===== src/rtl/hazard_stall_ctrl.sv =====
// rtl/hazard_stall_ctrl.sv - RAW hazard scoreboard, IF/ID freeze, branch flush and memory-wait freeze
// Optional FORWARDING_EN: only load-use against the EXE slot stalls (ALU results are forwarded).
module hazard_stall_ctrl #(
   parameter int REG_AW      = 4,
   parameter int STALL_CNT_W = 16
) (
   input  logic                   clk,
   input  logic                   rst,
   input  logic [REG_AW-1:0]      src1,
   input  logic [REG_AW-1:0]      src2,
   input  logic                   Two_src,
   input  logic                   id_WB_EN,
   input  logic                   id_MEM_R_EN,
   input  logic [REG_AW-1:0]      Dest,
   input  logic                   branch_taken,
   input  logic                   mem_ready,
   output logic                   hazard,
   output logic                   freeze_if,
   output logic                   flush,
   output logic                   freeze_all,
   output logic [STALL_CNT_W-1:0] stall_count
);

   typedef struct packed {
      logic              v;
      logic              ld;
      logic [REG_AW-1:0] d;
   } slot_t;

   localparam int SLOT_EXE = 0;
   localparam int SLOT_MEM = 1;
   localparam int SLOT_WB  = 2;

   localparam logic [STALL_CNT_W-1:0] CNT_ONE = {{(STALL_CNT_W-1){1'b0}}, 1'b1};

   // Index 0 = EXE, 1 = MEM, 2 = WB; WB is tracked but never compared,
   // because the register file writes before ID reads in the same cycle.
   slot_t sb [3];

   logic m1;
   logic m2;
   logic rh;
   logic stall_inc;

   always_comb begin
      m1 = 1'b0;
      m2 = 1'b0;
`ifdef FORWARDING_EN
      m1 = sb[SLOT_EXE].v & sb[SLOT_EXE].ld & (sb[SLOT_EXE].d == src1);
      m2 = Two_src & sb[SLOT_EXE].v & sb[SLOT_EXE].ld & (sb[SLOT_EXE].d == src2);
`else
      m1 = (sb[SLOT_EXE].v & (sb[SLOT_EXE].d == src1))
         | (sb[SLOT_MEM].v & (sb[SLOT_MEM].d == src1));
      m2 = Two_src & ((sb[SLOT_EXE].v & (sb[SLOT_EXE].d == src2))
                    | (sb[SLOT_MEM].v & (sb[SLOT_MEM].d == src2)));
`endif
      rh = m1 | m2;
   end

   // A taken branch wins over a hazard so the PC can load the target.
   assign flush      = branch_taken;
   assign hazard     = rh | branch_taken;
   assign freeze_if  = (rh & ~branch_taken) | ~mem_ready;
   assign freeze_all = ~mem_ready;
   assign stall_inc  = rh & ~branch_taken & mem_ready;

   always_ff @(posedge clk) begin
      if (rst) begin
         for (int i = 0; i < 3; i++) begin
            sb[i] <= '0;
         end
         stall_count <= '0;
      end else if (mem_ready) begin
         sb[SLOT_EXE] <= '{v: id_WB_EN & ~hazard, ld: id_MEM_R_EN & ~hazard, d: Dest};
         sb[SLOT_MEM] <= sb[SLOT_EXE];
         sb[SLOT_WB]  <= sb[SLOT_MEM];
         if (stall_inc && (stall_count != {STALL_CNT_W{1'b1}})) begin
            stall_count <= stall_count + CNT_ONE;
         end
      end
   end

endmodule


===== config.mk =====
export PLATFORM = sky130hd
export DESIGN_NAME = hazard_stall_ctrl
export DESIGN_NICKNAME = d
export VERILOG_FILES = /design/src/rtl/hazard_stall_ctrl.sv
export SDC_FILE = /design/constraint.sdc
export NUM_CORES = 1
export LEC_CHECK = 0
export BUFFER_PORTS_ARGS = -buffer_cell sky130_fd_sc_hd__buf_2
export CAP_MARGIN = 10
export CORE_MARGIN = 5
export CORE_UTILIZATION = 40
export CTS_CLUSTER_DIAMETER = 150
export DETAILED_ROUTE_END_ITERATION = 8
export PLACE_DENSITY = 0.76
export SLEW_MARGIN = 30
export SYNTH_ARGS = -nofsm -noshare
export SYNTH_HDL_FRONTEND = slang
export SYNTH_SLANG_ARGS = --single-unit

===== constraint.sdc =====
create_clock -name clk -period 1.85 [get_ports clk]
set_input_delay 0 -clock clk [delete_from_list [all_inputs] [get_ports clk]]
set_output_delay 0 -clock clk [all_outputs]
set_load 0.02 [all_outputs]

==> summary.txt <==
cell breakdown of the critical path: xor2_1 -> nor3_1 -> nand4_1 -> o21ai_2 -> o21ai_4 -> buf_6 -> or4b_1 -> a21oi_1
top-level I/O count: 39
final setup slack of the worst path: -145 ps
final worst path period need: 1990 ps
area fraction of the dominant cell type after synthesis: 20.8%
Max Root-Sink Buffers: 2
maximum capacitance violations: 0
total buffers and inverters traversed by the critical path: 1
initial detailed-routing violation count: 28
starting utilization of the core area: 41.8%
post-layout utilization of the core: 58.6%
maximum resistive drop on vdd: 0.276 mV
clock insertion delay at the later pin of the skew report: 270 ps
level count of the clock H-tree: 1
fraction of registers with async set/reset: 0%
global-route usage over all layers: 14.3%
data arrival time of the worst path: 2200 ps
count of antenna-violating nets left after detailed routing: 0
leading post-synthesis cells by cell area: dfxtp_1, edfxtp_1, mux2_4
Diodes inserted: 0
drt pass-1 iters: 4
worst setup path class: reg -> reg
number of buffers created by CTS: 3
number of nets in the layout: 241
net count of the mapped netlist: 179
static leakage power: 0.888 nW
final weighted congestion of routability-driven global placement: 0.828
most common library cell in the layout ignoring fill and taps: buf_2
maximum number of pins on one net before global-route repair: 18
number of antenna violations at the first check in global routing: 0
clock-pin transition on the worst setup and hold timing paths: 100 ps
critical path endpoint category: register
worst-margin pin slew: 468 ps
Post-synth top flop: dfxtp_1
number of placement rows: 22
DIE AREA: 5200 µm²
# setup viols final: 14
first-pass GRT wire length: 6020 µm
yosys synthesis warning count: 0
pins over their slew limit: 0
number of standard cells after synthesis: 159
commonest non-fill, non-tap cells in the layout: buf_2, buf_4, nor2_1, xnor2_1, edfxtp_1
sequential fraction of the synthesis area: 40.2%
met2 Use GR: 24.8%
CP required: 2060 ps
# port buffers: 37
largest delay contributor family on the critical path: simple AND/OR/NAND/NOR gates
Horiz. Die Dim: 72.1 µm
Final Total Pwr: 1.26 mW
wire length per cell after detailed routing: 13.9 µm
cell with the biggest individual delay on the critical path: or4b_1
final hold violations: 0
Post-Syn Area per Cell: 9.70 µm²
count of distinct cell types in the synthesized netlist: 39
synthesized cell area: 1540 µm²
Max Freq: 0.501 GHz
final period utilization: 108%
die boundary height: 72.1 µm
FF+latch count, synth: 26
fraction of final layout cells with drive strength greater than 1: 46.4%
Detailed Route WL: 3720 µm
placed instance area: 1950 µm²
vias per inst: 5.09
maximum single-stage delay on the critical path: 490 ps
relative slew slack: 68.7%
number of sinks handled by clock tree synthesis: 26
DRC violations left: 0
vias in the first global route: 1358
CTS tree: yes
highest net fanout along the worst path: 7
cell accounting for the most synthesized area: dfxtp_1
met3 capacity usage during global routing: 2.08%
total power divided by cell area: 581 nW/µm²
Fin Setup TNS: -1110 ps
number of enable flip-flop cells after synthesis: 10
startpoint types: register
met1 track utilization from global routing: 18.9%
violated checks: setup timing
placeable core area: 3690 µm²
global-route layer with the greatest usage: met2
post-layout instance area: 2160 µm²
area growth from synthesis to layout: 40.2%
Worst Clk Skew: 6.34 ps
total number of vias: 1365
run status: complete, but fails checks
post-detailed-placement half-perimeter wirelength: 2670 µm
total global routing overflow: 0
unrepaired setup endpoints after global routing: yes
root cell of the clock tree: clkbuf_8
class of the tightest hold or removal check: in -> reg
kinds of logic (layout without fill, tap and decap cells):
family / after synthesis / in the layout / share of synthesized area [%]
mux: 8 / 8 / 7.22
fa+ha+maj: 1 / 1 / 0.811
xor+xnor: 16 / 16 / 9.08
compound gates: 20 / 20 / 9.41
buf+inv: 10 / 71 / 3.73
simple gates: 78 / 78 / 29.5
flops: 26 / 26 / 40.2
what timing repair did:
item,in CTS,in global routing
gates cloned,1,0
resized for setup,15,3
hold buffers,1,0
endpoints found under the hold margin,1,0
setup buffers,6,1
endpoints found under the setup margin,17,18
pin swaps,21,6
sequential cells by signal, indices dropped and copies added, names as in the netlist:
name,cells
stall_count,16
sb,10
synth_stat cells, types with 4 or more instances:
master and instances:
nand4_1 4, nor3_1 4, xor2_1 6, dfxtp_1 16, a21oi_1 8, o31ai_1 6, nand3_1 9, or3_1 4
nand2_1 9, nor2b_1 7, mux2_4 6, or4_1 6, and2_1 9, nor2_1 13, edfxtp_1 10, xnor2_1 10
power by group:
| group | internal [mW] | switching, mW | leakage, nW |
|---|---|---|---|
| Sequential | 0.603 | 0.0162 | 0.244 |
| Combinational | 0.0754 | 0.0840 | 0.608 |
| Clock | 0.289 | 0.189 | 0.0357 |
worst paths after layout:
| path | start | end | slack, ps | depth (start not counted) |
|---|---|---|---|---|
| max | sb[0][8]$_SDFFCE_PN0P_ | stall_count[9]$_SDFFE_PP0P_ | -140 | 8 |
| min | Dest[2] | sb[0][2]$_SDFFCE_PN0P_ | 5 | 2 |
| max reg2reg | sb[0][8]$_SDFFCE_PN0P_ | stall_count[9]$_SDFFE_PP0P_ | -140 | 8 |
| min reg2reg | stall_count[15]$_SDFFE_PP0P_ | stall_count[15]$_SDFFE_PP0P_ | 510 | 2 |
stage by stage:
stage | setup WS (ps) | std cells | hold slack (ps)
floorplan | -3.39 | 159 | 84.2
global placement | -138 | 255 | 259
global route | -219 | 268 | 10.0
finish | -145 | 268 | 5.34
detailed placement | -208 | 255 | 258
CTS | -115 | 267 | 2.62
routing by layer:
| layer | routed length (µm) | vias to the layer above |
|---|---|---|
| li1 | - | 690 |
| met1 | 1700 | 643 |
| met2 | 1830 | 30 |
| met3 | 181 | 2 |
| met4 | 9 | 0 |
| met5 | 0 | - |
cell type report:
| type | instances | area (µm²) |
|---|---|---|
| clock buffers | 3 | 41.3 |
| clock inverters | 1 | 30.0 |
| inverters | 3 | 11.3 |
| multi-input cells | 123 | 957 |
| flip-flops and latches | 26 | 646 |
| repair buffers | 64 | 418 |
| well taps | 48 | 60.1 |
| fillers | 313 | 1530 |
(Power assumes the default switching activity.)
